**config.mk**
```make
export PLATFORM = sky130hd
export DESIGN_NAME = dafx_gain_ramp_scheduler
export DESIGN_NICKNAME = d
export VERILOG_FILES = /design/src/rtl/dafx_gain_ramp_scheduler.sv
export SDC_FILE = /design/constraint.sdc
export NUM_CORES = 1
export LEC_CHECK = 0
export ABC_AREA = 1
export BUFFER_PORTS_ARGS = -buffer_cell sky130_fd_sc_hd__buf_2
export CORE_ASPECT_RATIO = 2
export CORE_MARGIN = 3
export CORE_UTILIZATION = 50
export DETAILED_ROUTE_END_ITERATION = 16
export PLACE_DENSITY = 0.86
export SLEW_MARGIN = 30
export SYNTH_ARGS = -nofsm -noshare
export SYNTH_HDL_FRONTEND = slang
export SYNTH_SLANG_ARGS = --single-unit
```
**constraint.sdc**
```tcl
create_clock -name clk -period 8.9 [get_ports clk]
set_clock_uncertainty 0.15 [all_clocks]
set_input_delay 1.335 -clock clk [delete_from_list [all_inputs] [get_ports clk]]
set_output_delay 1.335 -clock clk [all_outputs]
set_load 0.1 [all_outputs]
```
**src/rtl/dafx_gain_ramp_scheduler.sv**
```systemverilog
`default_nettype none
// ============================================================================
// Module   : dafx_gain_ramp_scheduler
// Purpose  : Time-multiplexed gain smoother. It moves the mixer's applied
//            gains toward the register-slave targets by at most one step per
//            audio sample. A single compare/step unit visits one channel per
//            clock, and each sample tick starts one sweep over all channels.
// Revision : 1.0  initial release
// ============================================================================
module dafx_gain_ramp_scheduler #(
  parameter int N_CHANNELS_P = 5,
  parameter int GAIN_WIDTH_P = 24,
  parameter int Q_BITS_P     = 16,
  parameter int STEP_WIDTH_P = 16
) (
  input  logic                                     clk,
  input  logic                                     rst,
  input  logic                                     x_sample_tick,
  input  logic                                     cr_ramp_enable,
  input  logic [STEP_WIDTH_P-1:0]                  cr_ramp_step,
  input  logic [N_CHANNELS_P-1:0][GAIN_WIDTH_P-1:0] cr_target_gain,
  input  logic                                     cmd_clear_overrun,
  output logic [N_CHANNELS_P-1:0][GAIN_WIDTH_P-1:0] gain_out,
  output logic [N_CHANNELS_P-1:0]                  ramp_busy,
  output logic                                     sr_ramp_active,
  output logic                                     sr_tick_overrun,
  output logic                                     irq_ramp_done
);

  localparam int IDX_W = (N_CHANNELS_P > 1) ? $clog2(N_CHANNELS_P) : 1;
  localparam logic [IDX_W-1:0] LAST_IDX = IDX_W'(N_CHANNELS_P - 1);
  localparam logic [GAIN_WIDTH_P-1:0] UNITY =
    {{(GAIN_WIDTH_P-1){1'b0}}, 1'b1} << Q_BITS_P;

  typedef enum logic [1:0] {
    ST_IDLE   = 2'd0,
    ST_UPDATE = 2'd1,
    ST_DONE   = 2'd2
  } state_t;

  state_t                                   state_q, state_d;
  logic [IDX_W-1:0]                         idx_q, idx_d;
  logic                                     pending_q, pending_d;
  logic                                     moved_q, moved_d;
  logic                                     overrun_q, overrun_d;
  logic                                     irq_q, irq_d;
  logic [N_CHANNELS_P-1:0][GAIN_WIDTH_P-1:0] gain_q, gain_d;
  logic [N_CHANNELS_P-1:0]                  busy_q, busy_d;

  // Shared compare/step datapath for the channel in the current slot
  logic [GAIN_WIDTH_P-1:0] cur_gain, tgt_gain, new_gain;
  logic [GAIN_WIDTH_P:0]   diff, abs_diff, step_ext;
  logic                    snap, changed;

  // Signed distance to target; snap when ramping is off or the target is within one step
  always_comb begin
    cur_gain = gain_q[idx_q];
    tgt_gain = cr_target_gain[idx_q];
    diff     = {1'b0, tgt_gain} - {1'b0, cur_gain};
    abs_diff = diff[GAIN_WIDTH_P] ? -diff : diff;
    step_ext = {{(GAIN_WIDTH_P+1-STEP_WIDTH_P){1'b0}}, cr_ramp_step};
    snap     = !cr_ramp_enable || (cr_ramp_step == '0) || (abs_diff <= step_ext);
    if (snap) begin
      new_gain = tgt_gain;
    end else if (diff[GAIN_WIDTH_P]) begin
      new_gain = cur_gain - step_ext[GAIN_WIDTH_P-1:0];
    end else begin
      new_gain = cur_gain + step_ext[GAIN_WIDTH_P-1:0];
    end
    changed = (new_gain != cur_gain);
  end

  // Sweep sequencer: next-state, slot write-back, tick queueing and done flag
  always_comb begin
    state_d   = state_q;
    idx_d     = idx_q;
    pending_d = pending_q;
    moved_d   = moved_q;
    gain_d    = gain_q;
    busy_d    = busy_q;
    irq_d     = 1'b0;
    overrun_d = overrun_q & ~cmd_clear_overrun;
    case (state_q)
      ST_IDLE: begin
        if (x_sample_tick) begin
          state_d = ST_UPDATE;
          idx_d   = '0;
          moved_d = 1'b0;
        end
      end
      ST_UPDATE: begin
        gain_d[idx_q] = new_gain;
        busy_d[idx_q] = (new_gain != tgt_gain);
        if (changed) moved_d = 1'b1;
        // A second tick arriving while one is already queued is lost
        if (x_sample_tick) begin
          if (pending_q) overrun_d = 1'b1;
          else           pending_d = 1'b1;
        end
        if (idx_q == LAST_IDX) begin
          state_d = ST_DONE;
          // Registered here so the pulse is visible exactly during DONE
          irq_d   = (moved_q | changed) & ~(|busy_d);
        end else begin
          idx_d = idx_q + IDX_W'(1);
        end
      end
      ST_DONE: begin
        if (pending_q || x_sample_tick) begin
          state_d   = ST_UPDATE;
          idx_d     = '0;
          pending_d = 1'b0;
          moved_d   = 1'b0;
        end else begin
          state_d = ST_IDLE;
        end
      end
      default: state_d = ST_IDLE;
    endcase
  end

  // State registers; reset returns every gain to unity immediately
  always_ff @(posedge clk or posedge rst) begin
    if (rst) begin
      state_q   <= ST_IDLE;
      idx_q     <= '0;
      pending_q <= 1'b0;
      moved_q   <= 1'b0;
      overrun_q <= 1'b0;
      irq_q     <= 1'b0;
      gain_q    <= {N_CHANNELS_P{UNITY}};
      busy_q    <= '0;
    end else begin
      state_q   <= state_d;
      idx_q     <= idx_d;
      pending_q <= pending_d;
      moved_q   <= moved_d;
      overrun_q <= overrun_d;
      irq_q     <= irq_d;
      gain_q    <= gain_d;
      busy_q    <= busy_d;
    end
  end

  assign gain_out        = gain_q;
  assign ramp_busy       = busy_q;
  assign sr_ramp_active  = |busy_q;
  assign sr_tick_overrun = overrun_q;
  assign irq_ramp_done   = irq_q;

endmodule
`default_nettype wire

```
==> flow_summary.yaml, run 1 <==
cells_and_area:
  nets: 2469
  fillers: 2294
  drive_gt1_frac: 0.1669
  ff_latch_area_um2: 3359
  syn2layout_area_growth_pct: 18.54
  antennaDiodeCount: 0
  multi_input_area_um2: 7670
global_route:
  antenna_found_initial: 0
  grt_pass1_wl_um: 73630
  grt_pass1_vias: 14160
  gr-total-overflow: 0
  track_usage: 0.3415
  grt_max_degree: 76
placed_design:
  gp_congestion: 1.019
  io_buffers: 268
  hpwl_um: 38020
job:
  maxCapViolCount: 0
timing:
  setup_viol_count_final: 0
  drv_slew: 0
  fin_crit_sh: 0.9333
  tightest_slew_ps: 1034
  max_slew_margin: 0.3103
  finalCriticalPeriod_ps: 8306
  max_freq_ghz: 0.1204
  finalSetupTns_ps: 0
  hold_viol_final: 0
  grt_setup_unrepaired: "false"
synthesis:
  synth_top_area_frac: 0.2575
  synth_area_leaders: "dfrtp_1 26%, nand2_1 20%, inv_1 9.5%"
  ys_seq_area_frac: 0.2680
  yosys_warnings: 0
  syn_area_per_cell_um2: 6.218
  synthCells: 2016
  syn_nets: 2226
  ys_ff_latch: 134
  yosys.area.top_type: "dfrtp_1"
  syn_area_um2: 12530
  synth_top_flop_cell: "dfrtp_1"
  ys_async_sr_fraction: 1.000
  synth_edf_count: 0
  synth_cell_types: 44
floorplan:
  io_pins: 269
  core_area_um2: 24530
  num_rows: 81
  initial_core_util: 0.5111
  dieArea_um2: 27120
  die_h_um: 229.9
  die_w_um: 118.0
clocking:
  cts_sinks: 134
  numCtsBuffers: 17
  post_cts_buffers: 0
  clock_latency_ps: 440
  clock_path_buffers: 2
  cts-root-buf: "clkbuf_16"
  clk_pin_slew_ps: 60
  h-tree-depth: 4
  cts_resized: 0
  cts_tree: "done"
  cts_hold_buf: 0
critical_path:
  slowest_stage: "a221oi_1"
  cp.arrival_ps: 8520
  critPathTopFamily: "simple AND/OR/NAND/NOR gates"
  path_common_cell: "nand2_1"
  cp-start-kind: "register"
  cp_num_buf_inv: 8
  cp_max_fo: 24
  cpPeakStageDelay_ps: 630
  path_class: "register to register"
  end_kind: "register"
  required_ps: 9110
detailed_routing:
  ant_nets: 0
  wl_per_cell_um: 18.38
  drc: 0
  vias: 14850
  first_pass_iters: 6
  viasPerCell: 5.703
  drt_iter0_markers: 1617
  routed_wl_um: 47830
status:
  status: "finished, final reports clean"
hold_path:
  min_path_type: "register to register"
-- final timing paths --
path                              start       endpoint  slack [ps]  depth (start not counted)
setup reg to reg               idx_q[0]  irq_ramp_done         590                         39
min in group asynchronous           rst   gain_out[65]         880                          2
hold reg to reg            gain_out[27]   gain_out[27]         360                          2
setup / recovery               idx_q[0]  irq_ramp_done         590                         39
max in group asynchronous           rst   gain_out[51]        6580                          3
hold / removal             gain_out[27]   gain_out[27]         360                          2
-- per-layer routing --
metal  GRT usage  part of all wire
met2      0.6202              0.51
met4      0.2580             0.083
met1      0.3514              0.34
met5           0                 0
met3     0.04676             0.066
-- flip-flops by register name, summed over array words and instances, names as in the netlist --
name             cells
gain_out           120
idx_q                3
irq_ramp_done        1
moved_q              1
pending_q            1
ramp_busy            5
sr_tick_overrun      1
state_q              2
-- cell usage in the layout (no fill, tap or decap), types with 3 or more instances in the layout --
cell | synthesis | layout
nor3_1 | 13 | 12
a21boi_0 | 3 | 3
a22o_1 | 28 | 28
a221oi_1 | 21 | 20
o21ai_1 | 8 | 8
o21ai_0 | 156 | 156
dfrtp_1 | 129 | 129
nor4_1 | 32 | 32
o211ai_1 | 4 | 4
nand4_1 | 58 | 58
ha_1 | 67 | 67
nor2_1 | 127 | 124
nor2_2 | 10 | 10
nand3_1 | 124 | 124
inv_1 | 317 | 316
buf_4 | 2 | 24
xnor2_1 | 11 | 11
inv_2 | 6 | 6
xor2_1 | 40 | 40
clkbuf_8 | 0 | 4
nand2_1 | 676 | 676
clkbuf_1 | 51 | 3
nor2_4 | 2 | 5
clkbuf_16 | 0 | 17
a21oi_1 | 53 | 53
bufinv_16 | 0 | 5
nand3_2 | 5 | 5
dfstp_2 | 5 | 5
or2_2 | 3 | 3
buf_2 | 1 | 268
o21bai_1 | 5 | 5
nand2_2 | 16 | 16
nand3b_1 | 11 | 11
-- cell type report --
class / count / share of cell area
Clock buffer: 24 / 0.03309
Clock inverter: 7 / 0.01120
Inverter: 325 / 0.08227
Multi-Input combinational cell: 1488 / 0.5162
Sequential cell: 134 / 0.2261
Tap cell: 332 / 0.02796
Timing Repair Buffer: 293 / 0.1032
-- stage by stage --
| step | setup WS, ps | hold WS [ps] | instance area [um^2] | utilization | instances |
|---|---|---|---|---|---|
| 2_1_floorplan | 2180 | 345.7 | 12530 | - | 2016 |
| 3_3_place_gp | 752.6 | 338.2 | 14190 | 0.5786 | 2572 |
| 3_5_place_dp | 721.8 | 344.1 | 14190 | 0.5786 | 2572 |
| 4_1_cts | 712.6 | 356.5 | 14850 | 0.6054 | 2603 |
| 5_1_grt | 20.79 | 370.4 | 14860 | 0.6058 | 2603 |
| 6_report | 593.7 | 359.0 | 14860 | 0.6058 | 2603 |
-- worst reg2reg max path: cells and delay by family, from the launching register on --
kind	cells	cell delay (ps)
and+or+nand+nor	19	2470
AOI/OAI and AO/OA	7	2220
buffers and inverters	8	1400
adders and majority gates	3	1050
xor gates and xnor gates	2	480
DFF	1	470
-- Yosys cell counts (all sizes together), types with 28 or more instances --
master,instances
nor2,139
nor4,32
nand2,693
clkbuf,51
nand3,129
nand4,58
ha,67
a22o,28
inv,323
xor2,40
dfrtp,129
o21ai,166
a21oi,53
-- cells by family after synthesis --
| logic type | Yosys count | synth area share |
|---|---|---|
| AOI/OAI and AO/OA | 288 | 0.1343 |
| adders and majority gates | 69 | 0.07007 |
| buffers and inverters | 394 | 0.1229 |
| xor gates and xnor gates | 51 | 0.03564 |
| and+or+nand+nor | 1080 | 0.3691 |
| DFF | 134 | 0.2680 |
Power of run 1 is not shown: default switching activity piles up to over one toggle a cycle in this logic, so the estimate is an artifact.
==> run 2: changes to the inputs <==
PLACE_DENSITY = 0.89   (was 0.86)
clock period = 7 ns   (was 8.9 ns; I/O delays follow)
==> flow_summary.yaml, run 2 (synthesized netlist as in run 1, its figures left out) <==
timing:
  finalSetupTns_ps: 0
  max_freq_ghz: 0.1497
  setup_viol_count_final: 0
  hold_viol_final: 0
  drv_slew: 0
  fin_crit_sh: 0.9540
  finalCriticalPeriod_ps: 6678
  max_slew_margin: 0.4974
  tightest_slew_ps: 753.9
global_route:
  grt_max_degree: 83
  grt_pass1_wl_um: 79230
  gr-total-overflow: 0
  antenna_found_initial: 0
  grt_pass1_vias: 15430
  track_usage: 0.3662
floorplan:
  die_h_um: 229.9
  dieArea_um2: 27120
  core_area_um2: 24530
  io_pins: 269
  num_rows: 81
  initial_core_util: 0.5111
  die_w_um: 118.0
detailed_routing:
  vias: 16310
  wl_per_cell_um: 19.98
  routed_wl_um: 55810
  drt_iter0_markers: 1915
  first_pass_iters: 8
  viasPerCell: 5.838
  ant_nets: 0
  drc: 0
placed_design:
  gp_congestion: 1.030
  hpwl_um: 40350
  io_buffers: 268
  dp.cells: 2728
  dpl-instance-area_um2: 15450
clocking:
  clk_pin_slew_ps: 60
  clock_latency_ps: 440
  cts_tree: "done"
  cts_hold_buf: 0
  h-tree-depth: 4
  numCtsBuffers: 17
  cts-root-buf: "clkbuf_16"
  clock_path_buffers: 2
  cts_sinks: 134
status:
  status: "finished, final reports clean"
cells_and_area:
  largest_reg_flops: 120
  stdcell_count: 2794
  nets: 2659
  syn2layout_area_growth_pct: 33.15
  mostFrequentLayoutCell: "nand2_1"
  post-route-util: 0.6805
  antennaDiodeCount: 0
  final_area_um2: 16690
  drive_gt1_frac: 0.2522
  mostFrequentLayoutCells: "673 x nand2_1, 310 x inv_1, 268 x buf_2"
critical_path:
  path_common_cell: "nor2_1"
  cp-start-kind: "register"
  end_kind: "register"
  cp.arrival_ps: 6890
  cp_num_buf_inv: 9
  cp_max_fo: 8
  cp_num_cells: 40
  worstRegToRegCells: 40
  path_class: "register to register"
  critPathTopFamily: "simple AND/OR/NAND/NOR gates"
  required_ps: 7210
  cpPeakStageDelay_ps: 400
  slowest_stage: "dfrtp_1"
hold_path:
  holdPathStages: 2
  min_path_type: "register to register"
job:
  maxCapViolCount: 0
run 2: changes by cell type in the layout (fill, tap and decap cells not counted), sizes merged:
cell / previous run / this run
buf: 293 / 477
clkbuf: 24 / 19
clkinvlp: 1 / 5
inv: 323 / 327
nor2: 139 / 143
bufinv: 5 / 2
clkinv: 3 / 6
run 2: worst register-to-register path, delay by kind of cell (launching register included):
kind                       cells  cell delay, ps
AOI/OAI and AO/OA              5            1030
xor gates and xnor gates       2             340
adders and majority gates      2             630
buffers and inverters          9            1410
DFF                            1             400
and+or+nand+nor               22            2640
run 2: repair_timing:
| item | CTS | global route |
|---|---|---|
| buffers inserted | 0 | 28 |
| resized for setup | 0 | 76 |
| endpoints found under the setup margin | 0 | 104 |
run 2: worst paths after layout:
check / from / end / slack (ps)
max: idx_q[0] / irq_ramp_done / 320
min: gain_out[16] / gain_out[16] / 360
max reg2reg: idx_q[0] / irq_ramp_done / 320
min reg2reg: gain_out[16] / gain_out[16] / 360
max in group asynchronous: rst / idx_q[2] / 4830
min in group asynchronous: rst / gain_out[86] / 570
run 2: cell type report:
cell class | instances | area [um^2]
clock buffer | 17 | 425.4
tap | 332 | 415.4
inverter | 325 | 1241
clock inverter | 15 | 166.4
sequential | 134 | 3362
fill | 2082 | 7836
multi-input combinational | 1492 | 7985
timing repair buffer | 479 | 3094
run 2: stage by stage:
| stage | worst slack (ps) | hold slack (ps) |
|---|---|---|
| 2_1_floorplan | 565.1 | 345.7 |
| 3_3_place_gp | 128.8 | 335.3 |
| 3_5_place_dp | 114.2 | 344.6 |
| 4_1_cts | 61.23 | 355.1 |
| 5_1_grt | -91.42 | 379.0 |
| 6_report | 321.7 | 357.8 |
run 2: per-layer routing:
| metal | GRT usage | wire length (um) |
|---|---|---|
| met5 | 0 | 0 |
| met1 | 0.3735 | 17560 |
| met3 | 0.05932 | 4726 |
| met4 | 0.2657 | 5799 |
| met2 | 0.6676 | 27730 |
Power of run 2 is left out for the same reason.
==> run 3: changes to the inputs <==
PLACE_DENSITY = 0.86   (was 0.89)
clock period = 8.5 ns   (was 7 ns; I/O delays follow)
==> flow_summary.yaml, run 3 (synthesized netlist as in run 1, its figures left out) <==
status:
  status: "finished, final reports clean"
floorplan:
  core_area_um2: 24530
  num_rows: 81
  die_h_um: 229.9
  dieArea_um2: 27120
  io_pins: 269
  initial_core_util: 0.5111
  die_w_um: 118.0
timing:
  fin_crit_sh: 0.9460
  max_freq_ghz: 0.1244
  finalCriticalPeriod_ps: 8041
  finalSetupTns_ps: 0
  setup_viol_count_final: 0
  hold_viol_final: 0
  tightest_slew_ps: 930.9
  grt_setup_unrepaired: "false"
  drv_slew: 0
  max_slew_margin: 0.3737
clocking:
  cts_hold_buf: 0
  clk_pin_slew_ps: 50
  cts_resized: 0
  post_cts_buffers: 0
  cts_sinks: 134
  cts-root-buf: "clkbuf_16"
  cts_tree: "done"
  clock_latency_ps: 480
  numCtsBuffers: 25
  clock_path_buffers: 3
  h-tree-depth: 4
placed_design:
  gp_congestion: 1.011
  hpwl_um: 38400
  io_buffers: 268
job:
  maxCapViolCount: 0
detailed_routing:
  drt_iter0_markers: 1643
  vias: 15040
  wl_per_cell_um: 18.78
  viasPerCell: 5.742
  first_pass_iters: 6
  routed_wl_um: 49180
  drc: 0
  ant_nets: 0
critical_path:
  cpPeakStageDelay_ps: 600
  cp_num_buf_inv: 6
  reg2reg_from: "idx_q[0]"
  critPathTopFamily: "simple AND/OR/NAND/NOR gates"
  cp.arrival_ps: 8240
  path_common_cell: "nand2_1"
  cp-endpoint: "irq_ramp_done"
  path_class: "register to register"
  cp-startpoint: "idx_q[0]"
  cp_max_fo: 33
  cp_num_cells: 37
  slowest_stage: "a221oi_2"
  end_kind: "register"
  cp-start-kind: "register"
  worstReg2RegEnd: "irq_ramp_done"
  worstRegToRegCells: 37
  reg2reg_slack_ps: 460
  required_ps: 8700
cells_and_area:
  mostFrequentLayoutCell: "nand2_1"
  fillers: 2299
  antennaDiodeCount: 0
  drive_gt1_frac: 0.1758
  largest_reg_flops: 120
  syn2layout_area_growth_pct: 20.01
  nets: 2491
  mostFrequentLayoutCells: "676 x nand2_1, 316 x inv_1, 268 x buf_2"
global_route:
  gr-total-overflow: 0
  antenna_found_initial: 1
  grt_max_degree: 85
  grt_pass1_vias: 14780
  track_usage: 0.3484
  grt_pass1_wl_um: 75420
hold_path:
  min_path_type: "register to register"
-- run 3: layout make-up --
cell class / count / area (um^2) / area share
Multi-Input combinational cell: 1488 / 7701 / 0.5119
Sequential cell: 134 / 3359 / 0.2233
Timing Repair Buffer: 307 / 1655 / 0.1100
Inverter: 325 / 1229 / 0.08168
Clock buffer: 29 / 660.6 / 0.04392
Tap cell: 332 / 415.4 / 0.02761
Clock inverter: 4 / 22.52 / 0.001497
-- run 3: how the worst min path moves through the flow --
stage,startpoint,to,slack [ps],cells past startpoint
after global routing,gain_out[31],gain_out[31],380,2
after CTS,gain_out[40],gain_out[40],360,2
after floorplan,pending_q,sr_tick_overrun,350,2
final,gain_out[112],gain_out[112],360,2
after detailed placement,gain_out[71],gain_out[71],340,2
after global placement,gain_out[108],gain_out[108],340,2
-- run 3: stage by stage --
step                      instances  cell area, um^2  hold WS (ps)  setup slack (ps)  utilization
after floorplan                2016            12530         345.7              1840            -
after global placement         2584            14280         338.1             265.5       0.5822
after detailed placement       2584            14280         342.9             115.8       0.5824
after CTS                      2617            14970         356.4             106.0       0.6102
after global routing           2619            15040         377.8             33.35       0.6134
final                          2619            15040         358.6             459.0       0.6134
-- run 3: tightest hold or removal path: stages (launching register included) --
cell,delay [ps]
dfstp_2,380
nand2_1,50
o21ai_0,70
-- run 3: per-layer routing --
layer  share of wire  global-route usage  vias to the layer above
met2            0.50              0.6257                      877
met1            0.33              0.3490                     6865
met3           0.068             0.05070                      271
li1                -                   -                     7022
met5         0.00024                   0                        -
met4           0.095              0.2954                        2
Power of run 3 is left out for the same reason.
